<file path="config.mk">
export PLATFORM = sky130hd
export DESIGN_NAME = instr_mem_responder
export DESIGN_NICKNAME = d
export VERILOG_FILES = /design/src/rtl/core_pkg.sv /design/src/rtl/instr_mem_responder.sv
export SDC_FILE = /design/constraint.sdc
export NUM_CORES = 1
export LEC_CHECK = 0
export CAP_MARGIN = 20
export CORE_ASPECT_RATIO = 1.5
export CORE_MARGIN = 3
export CORE_UTILIZATION = 55
export CTS_CLUSTER_DIAMETER = 50
export DETAILED_ROUTE_END_ITERATION = 6
export PLACE_DENSITY = 0.95
export SLEW_MARGIN = 20
export SYNTH_ARGS = -nofsm -noshare
export SYNTH_HDL_FRONTEND = slang
export SYNTH_SLANG_ARGS = --single-unit
</file>
<file path="constraint.sdc">
create_clock -name clk -period 3.6 [get_ports clk]
set_input_delay 0.72 -clock clk [delete_from_list [all_inputs] [get_ports clk]]
set_output_delay 0.72 -clock clk [all_outputs]
set_load 0.01 [all_outputs]
</file>
<file path="src/rtl/core_pkg.sv">
// ============================================================================
// Module      : core_pkg
// Description : Shared core constants and the fetch-responder state type.
// Revision    : 1.0 - initial release
// ============================================================================
`default_nettype none

package core_pkg;

  // Canonical RV32 NOP (addi x0, x0, 0).
  localparam logic [31:0] NOP_INSTR_WORD = 32'h0000_0013;

  typedef enum logic [1:0] {
    IDLE = 2'd0,
    LO   = 2'd1,
    HI   = 2'd2,
    HOLD = 2'd3
  } fetch_state_e;

endpackage

`default_nettype wire

</file>
<file path="src/rtl/instr_mem_responder.sv">
// ============================================================================
// Module      : instr_mem_responder
// Description : Assembles 32-bit instructions from two 16-bit memory beats
//               and presents them to the decode register with stall/flush.
// Revision    : 1.0 - initial release
// ============================================================================
`default_nettype none

module instr_mem_responder
  import core_pkg::*;
#(
  parameter int unsigned ADDR_W    = 16,
  parameter logic [31:0] NOP_INSTR = NOP_INSTR_WORD
) (
  input  logic              clk,
  input  logic              rst_n,
  input  logic [31:0]       if_pc,
  input  logic              de_stall,
  input  logic              de_flush,
  output logic [31:0]       de_instr,
  output logic              fetch_busy,
  output logic              misalign_err,
  output logic              mem_req,
  output logic [ADDR_W-1:0] mem_addr,
  input  logic              mem_rvalid,
  input  logic [15:0]       mem_rdata
);

  fetch_state_e      state_q, state_d;
  logic [ADDR_W-1:0] pc_q, pc_d;
  logic [15:0]       lo_q, lo_d;
  logic [31:0]       buf_q, buf_d;
  logic [31:0]       instr_d;
  logic              err_d;
  logic              fetch_done;
  logic [31:0]       fetch_word;

  // Only the low ADDR_W bits of the fetch address reach the memory.
  generate
    if (ADDR_W < 32) begin : g_pc_trunc
      logic unused_pc_hi;
      assign unused_pc_hi = ^if_pc[31:ADDR_W];
    end
  endgenerate

  always_ff @(posedge clk or negedge rst_n) begin
    if (!rst_n) begin
      state_q      <= IDLE;
      pc_q         <= '0;
      lo_q         <= '0;
      buf_q        <= '0;
      de_instr     <= NOP_INSTR;
      misalign_err <= 1'b0;
    end else begin
      state_q      <= state_d;
      pc_q         <= pc_d;
      lo_q         <= lo_d;
      buf_q        <= buf_d;
      de_instr     <= instr_d;
      misalign_err <= err_d;
    end
  end

  always_comb begin
    state_d    = state_q;
    pc_d       = pc_q;
    lo_d       = lo_q;
    buf_d      = buf_q;
    instr_d    = de_instr;
    err_d      = misalign_err;
    mem_req    = 1'b0;
    mem_addr   = '0;
    fetch_busy = 1'b1;
    fetch_done = 1'b0;
    fetch_word = NOP_INSTR;

    case (state_q)
      IDLE: begin
        pc_d    = if_pc[ADDR_W-1:0];
        state_d = LO;
      end
      LO: begin
        if (pc_q[1:0] == 2'b00) begin
          mem_req  = 1'b1;
          mem_addr = pc_q;
          if (mem_rvalid) begin
            lo_d    = mem_rdata;
            state_d = HI;
          end
        end else begin
          // A misaligned fetch completes at once with a NOP.
          err_d      = 1'b1;
          fetch_done = 1'b1;
        end
      end
      HI: begin
        mem_req    = 1'b1;
        mem_addr   = pc_q + ADDR_W'(2);
        fetch_busy = !mem_rvalid;
        if (mem_rvalid) begin
          fetch_done = 1'b1;
          fetch_word = {mem_rdata, lo_q};
        end
      end
      HOLD: begin
        fetch_busy = 1'b0;
        if (!de_stall) begin
          instr_d = buf_q;
          pc_d    = if_pc[ADDR_W-1:0];
          state_d = LO;
        end
      end
      default: state_d = IDLE;
    endcase

    if (fetch_done) begin
      if (de_stall) begin
        buf_d   = fetch_word;
        state_d = HOLD;
      end else begin
        instr_d = fetch_word;
        pc_d    = if_pc[ADDR_W-1:0];
        state_d = LO;
      end
    end

    if (de_flush) begin
      instr_d = NOP_INSTR;
      lo_d    = '0;
      buf_d   = '0;
      state_d = IDLE;
    end
  end

endmodule

`default_nettype wire
</file>
### Word-level counts from Yosys, hierarchy flattened

Cells that the tools add are included.
Widths: inputs -> output; s select.

* bitwise operators: 1
* $add $sub $neg: 1
* equal/unequal tests: 6
* reductions and logical operators: 13
* muxes and demuxes: 33

Operators with widths (number)
* $mux 32: 10
* $mux 16: 8
* $pmux 16 s2: 2
* $add 16x2->16 const B: 1
* $mux 2: 6
* $ne 4x4->1 const B: 3
* $reduce_bool 2->1: 5
* $pmux 1 s2: 3
* $pmux 2 s3: 1
* $reduce_bool 5->1: 1
* $eq 2x2->1 const B: 2
* $logic_not 2->1: 2
* $reduce_and 2->1: 2
* $reduce_and 4->1: 1
* $mux 1: 3
* $reduce_and 3->1: 1
* $eq 2x1->1 const B: 1
* $logic_not 1->1: 1
* $not 1->1: 1

* logic and storage cells: 60
* register bits: 99
* output and inout bits: 51

### Depth between registers and ports, before layout

Gate-level depths: netlist (run 1).

* depth in word-level cells: 5
* gate-level depth with buffers: 9

### Worst setup path after synthesis (run 1)

No wires, ideal clock.

* path type: flip-flop to output port
* start point: register state_q[0]
* end point: output mem_addr[14]
* setup slack: 1.083 ns
* data arrival time: 1.797 ns
* stages on the path, launching flop included: 8
* path through: dfrtp_1 > inv_1 > ha_1 > buf_2 > nand2_2 > nor3_1 > a21oi_1 > a31oi_1

* word-level cells in the longest chain between the ends: 2
* elaborated cells between the ends (all ways): 3

RTL lines
* start, declared: RTL line instr_mem_responder.sv:29 `fetch_state_e state_q, state_d;`
* start signal, assigned: RTL line instr_mem_responder.sv:55 `state_q <= state_d;`
* $eq 2x2->1 or $eq 2x1->1 (tied branches): RTL line instr_mem_responder.sv:77 `case (state_q)`
* $pmux 16 s2 (*): RTL line instr_mem_responder.sv:77
* end, declared: RTL line instr_mem_responder.sv:24 `output logic [ADDR_W-1:0] mem_addr,`

Mark *: on every way between the ends. The rest lies on a longest branch, timed or not.

### Worst setup path in the final report (run 1)

* start point: register state_q[1]
* end point: output mem_addr[13]

Same word-level chain as after synthesis.

==> impl_metrics.toml, run 1 <==
[drt]
drtPass1Iterations = 5
drt-initial-drc-count = 478
drt_wl_total_um = 13200
viasPerCell = 6.44
drcViolationCount = 0
wl_per_cell_um = 19.9
ant_nets = 0
vias = 4294

[cts]
cts_buffer_depth = 2
ctsHoldBuffers = 0
clk_root_buffer_cell = "clkbuf_16"
clkLatencyLatePin_ns = 0.34
cts_tree = "built"
post_cts_buffers = 0
htreeDepth = 3
clk_pin_slew_ns = 0.07
cts_buffers = 9
clock_sinks = 99

[grt]
grt_pass1_wl_um = 21800
grt_antenna_before_repair = 0
grt_pass1_vias = 4532
overflow = 0
grt_use_total = 0.285
grt_max_degree = 55

[floorplanning]
core-area_mm2 = 0.00821
die_h_um = 120
num_rows = 40
ioPinCount = 104
die_area_mm2 = 0.00979
initial_core_util = 0.578
die_x_um = 81.8

[timing]
hold_violations = 0
slew_violations = 0
finalClockSkew_ns = 0.00534
fin_crit_sh = 0.964
setup_slack_ns = 0.128
rsz0062_at_grt = "false"
max_slew.worst_pin.slew_ns = 0.697
period_needed_ns = 3.47
slew_headroom = 0.536
setup_violations = 0
fmax_mhz = 288
final.setup.tns_ns = 0

[synth]
ys_seq_elements = 99
netlist_instances = 483
synth-edff-count = 0
async_flop_share = 1.00
avgSynthCellArea_um2 = 9.82
synth-main-ff-cell = "dfrtp_1"
synth_warnings = 0
ys_seq_area_frac = 0.523
synth_nets = 542
netlist_area_mm2 = 0.00474
synth_cell_type_count = 46

[placed_design]
gp_congestion = 0.928
dpl.hpwl_um = 8560
port_buffers = 87
pre_cts_ws_ns = 0.281

[worst_setup_path]
critPathMaxFanout = 11
critPathSlowestCell = "clkdlybuf4s50_1"
critPathKind = "flop to output pin"
cp.required_ns = 2.88
arrival_ns = 2.75
reg2reg_depth = 7
worst_setup_path_start_kind = "flop"
path_cells = "inv_1 > ha_2 > inv_2 > nor2_2 > a41oi_1 > a31oi_1 > clkdlybuf4s50_1"
max_stage_delay_ns = 0.56
endpoint_kind = "output pin"

[run_status]
status = "completed"

[final_layout]
drive_gt1_frac = 0.0961
final_common_cell = "nand2_1"
mostFrequentLayoutCells = "nand2_1 (134), dfrtp_1 (96), clkdlybuf4s50_1 (86), a22o_1 (46), a32oi_1 (29)"
layout.nets = 616
area.growth.synth_to_final_pct = 27.4
num_antenna_cells = 0

[job]
cap_viol_max_count = 0

[power]
ir_drop_mv = 0.424
powerDensity_mw_per_mm2 = 659
power.leakage_nw = 2.45

[hold_path]
hold_class = "primary input to asynchronous set/reset pin"
[layout make-up]
type                    count  area, um2
fillers                   571       2170
clock inverters             5        106
well taps                 105        131
flip-flops and latches     99       2480
inverters                  10       37.5
clock buffers              11        253
multi-input cells         338       2060
repair buffers             99        971
[timing repair]
action | in CTS | in global routing
gates resized for setup | 1 | 4
endpoints found under the setup margin | 3 | 9
endpoints found under the hold margin | 0 | 0
[where the power goes]
part	switching [W]	internal [W]
combinational	0.000744	0.000603
sequential	0.000208	0.00129
clock	0.000413	0.000719
[cells in the mapped netlist (7+ instances only)]
library cell	n	area share
clkbuf_1	14	0.011
dfrtp_1	96	0.51
a22o_1	46	0.085
inv_1	9	0.0071
o21ai_1	7	0.0074
nor2_1	8	0.0063
o21ai_0	8	0.0084
a31oi_1	7	0.0092
buf_2	14	0.015
a32oi_1	29	0.054
nand2_1	134	0.11
a21oi_1	26	0.027
[per-layer routing]
metal  vias to the layer above  part of all wire  wire length [um]  global-route usage
li1                       1885                 -                 -                   -
met1                      2083              0.37              4860               0.337
met2                       264              0.52              6910               0.478
met3                        62             0.075               988              0.0593
met4                         0             0.036               480               0.144
met5                         -                 0                 0                   0
[critical path, delay by kind of cell (launching register included)]
| family | cells | cell delay (ns) |
|---|---|---|
| adders and majority gates | 1 | 0.50 |
| DFF | 1 | 0.42 |
| and+or+nand+nor | 1 | 0.31 |
| AOI/OAI and AO/OA | 2 | 0.37 |
| buffers and inverters | 3 | 0.80 |
[sequential cells by signal, indices dropped and copies added (netlist names)]
signal and flops:
misalign_err 1, state_q 2, buf_q 32, lo_q 16, pc_q 16, de_instr 32
[path summary, 6_finish.rpt]
check	from	endpoint	slack (ns)
worst max-delay path	state_q[1]$_DFFE_PN0P_	mem_addr[13]	0.13
worst min-delay path	rst_n	de_instr[21]$_DFF_PN0_	0.43
worst max register to register	state_q[0]$_DFFE_PN0P_	de_instr[4]$_DFF_PN1_	1.32
worst min register to register	misalign_err$_DFFE_PN0P_	misalign_err$_DFFE_PN0P_	0.48
max in group asynchronous	rst_n	de_instr[4]$_DFF_PN1_	2.35
min in group clk	misalign_err$_DFFE_PN0P_	misalign_err$_DFFE_PN0P_	0.48
[cell families (layout without fill, tap and decap cells)]
group / Yosys count / after routing / synth area share
buffers and inverters: 46 / 125 / 0.0480
AND/OR/NAND/NOR: 182 / 182 / 0.168
multiplexers: 4 / 4 / 0.00897
adder cells (fa/ha/maj): 6 / 6 / 0.0158
AO/OA/AOI/OAI: 146 / 146 / 0.236
flip-flops: 99 / 99 / 0.523
[metrics by stage]
stage	instance area (um2)	util	total power (W)	hold slack [ns]	std cells
final	6040	0.736	0.00398	0.426	667
after global placement	5660	0.690	0.00274	0.454	651
after CTS	6030	0.734	0.00395	0.450	667
after floorplan	4740	-	0.00232	0.424	483
after detailed placement	5660	0.690	0.00280	0.462	651
after global routing	6040	0.736	0.00416	0.478	667
No activity file was read; power rests on OpenSTA's default activity.
==> run 2: changes to the inputs <==
--- a/config.mk
+++ b/config.mk
@@ -8,10 +8,11 @@
 export CAP_MARGIN = 20
 export CORE_ASPECT_RATIO = 1.5
 export CORE_MARGIN = 3
-export CORE_UTILIZATION = 55
+export CORE_UTILIZATION = 65
 export CTS_CLUSTER_DIAMETER = 50
 export DETAILED_ROUTE_END_ITERATION = 6
-export PLACE_DENSITY = 0.95
+export DONT_BUFFER_PORTS = 1
+export PLACE_DENSITY = 0.93
 export SLEW_MARGIN = 20
 export SYNTH_ARGS = -nofsm -noshare
 export SYNTH_HDL_FRONTEND = slang
==> impl_metrics.toml, run 2 (synthesis gave the netlist of run 1 again) <==
[worst_setup_path]
critPathMaxFanout = 11
endpoint_kind = "output pin"
cp.required_ns = 2.88
arrival_ns = 2.61
worst_setup_path_start_kind = "flop"
critPathKind = "flop to output pin"

[grt]
grt_pass1_wl_um = 18800
grt_antenna_before_repair = 0
grt_use_total = 0.290
overflow = 0
grt_pass1_vias = 3857
grt_max_degree = 100

[timing]
slew_headroom = 0.482
slew_violations = 0
max_slew.worst_pin.slew_ns = 0.775
hold_violations = 0
setup_slack_ns = 0.274
setup_violations = 0
fin_crit_sh = 0.924
rsz0062_at_grt = "false"
period_needed_ns = 3.33
fmax_mhz = 301
final.setup.tns_ns = 0
finalClockSkew_ns = 0.0104

[final_layout]
num_antenna_cells = 0
mostFrequentLayoutCells = "nand2_1 (134), dfrtp_1 (96), a22o_1 (46), a32oi_1 (29), a21oi_1 (26)"
reg_top3 = "buf_q x32, de_instr x32"
area.growth.synth_to_final_pct = 3.30
final_common_cell = "nand2_1"
layout.nets = 523
drive_gt1_frac = 0.0876

[drt]
drt_wl_total_um = 11300
ant_nets = 0
drcViolationCount = 0
viasPerCell = 6.72
vias = 3795
drt-initial-drc-count = 377
wl_per_cell_um = 20.0
drtPass1Iterations = 5

[cts]
htreeDepth = 3
clk_root_buffer_cell = "clkbuf_8"
cts_tree = "built"
cts_resized = 0
clkLatencyLatePin_ns = 0.36
ctsHoldBuffers = 0
post_cts_buffers = 0
clk_pin_slew_ns = 0.09
clock_sinks = 99
cts_buffer_depth = 2
cts_buffers = 9

[power]
power.leakage_nw = 2.02
powerDensity_mw_per_mm2 = 639
ir_drop_mv = 0.451

[placed_design]
pre_cts_ws_ns = 0.688
gp_congestion = 0.819
dpl.hpwl_um = 7330
port_buffers = 0

[floorplanning]
initial_core_util = 0.678
num_rows = 37
die_x_um = 75.7
die_area_mm2 = 0.00838
core-area_mm2 = 0.00699
die_h_um = 111
ioPinCount = 104

[job]
cap_viol_max_count = 0

[run_status]
status = "completed"

[hold_path]
hold_class = "primary input to asynchronous set/reset pin"
==> run 2: worst paths after layout <==
check                                       start                     end  slack (ns)  cells after the start
setup / recovery           state_q[0]$_DFFE_PN0P_            mem_addr[14]        0.27                      6
hold / removal                              rst_n   buf_q[15]$_DFFE_PN0P_        0.04                      0
setup reg to reg           state_q[0]$_DFFE_PN0P_  de_instr[21]$_DFF_PN0_        1.11                      6
hold reg to reg             buf_q[19]$_DFFE_PN0P_   buf_q[19]$_DFFE_PN0P_        0.51                      1
max in group asynchronous                   rst_n   de_instr[0]$_DFF_PN1_        3.34                      0
min in group clk                         de_flush    lo_q[15]$_DFFE_PN0P_        0.42                      1
==> run 2: layer usage <==
| metal | track usage | up-vias | wire length, um |
|---|---|---|---|
| li1 | - | 1700 | - |
| met1 | 0.356 | 1903 | 4270 |
| met2 | 0.488 | 181 | 6050 |
| met3 | 0.0674 | 11 | 842 |
| met4 | 0.0968 | 0 | 133 |
| met5 | 0 | - | 0 |
==> run 2: through the flow <==
step | total power [W] | cells | instance area, um2 | hold WS, ns | utilization
global placement | 0.00245 | 550 | 4730 | 0.426 | 0.676
CTS | 0.00314 | 565 | 4900 | 0.0225 | 0.701
floorplan | 0.00232 | 483 | 4740 | 0.424 | -
finish | 0.00313 | 565 | 4900 | 0.0402 | 0.701
detailed placement | 0.00251 | 550 | 4730 | 0.427 | 0.676
global route | 0.00334 | 565 | 4900 | 0.0112 | 0.701
==> run 2: layout make-up <==
type                       instances  area [um2]
clock buffer                      11         141
timing repair buffer               6        45.0
fill                             520        2090
inverter                          10        37.5
tap                               97         121
clock inverter                     4        27.5
sequential                        99        2480
multi-input combinational        338        2040
==> run 2: power breakdown <==
part / switching (W) / internal (W) / leakage [nW]
Combinational: 0.000604 / 0.000376 / 0.588
Sequential: 0.000229 / 0.00129 / 1.34
Clock: 0.000362 / 0.000267 / 0.0891
Total: 0.00119 / 0.00193 / 2.02
==> run 2: critical path, cell delays in order, from the launching register on <==
cell and delay (ns):
dfrtp_1 0.44, inv_1 0.09, ha_1 0.57, nand2_2 0.25, nor3_1 0.49, a21oi_1 0.12, a31oi_1 0.28
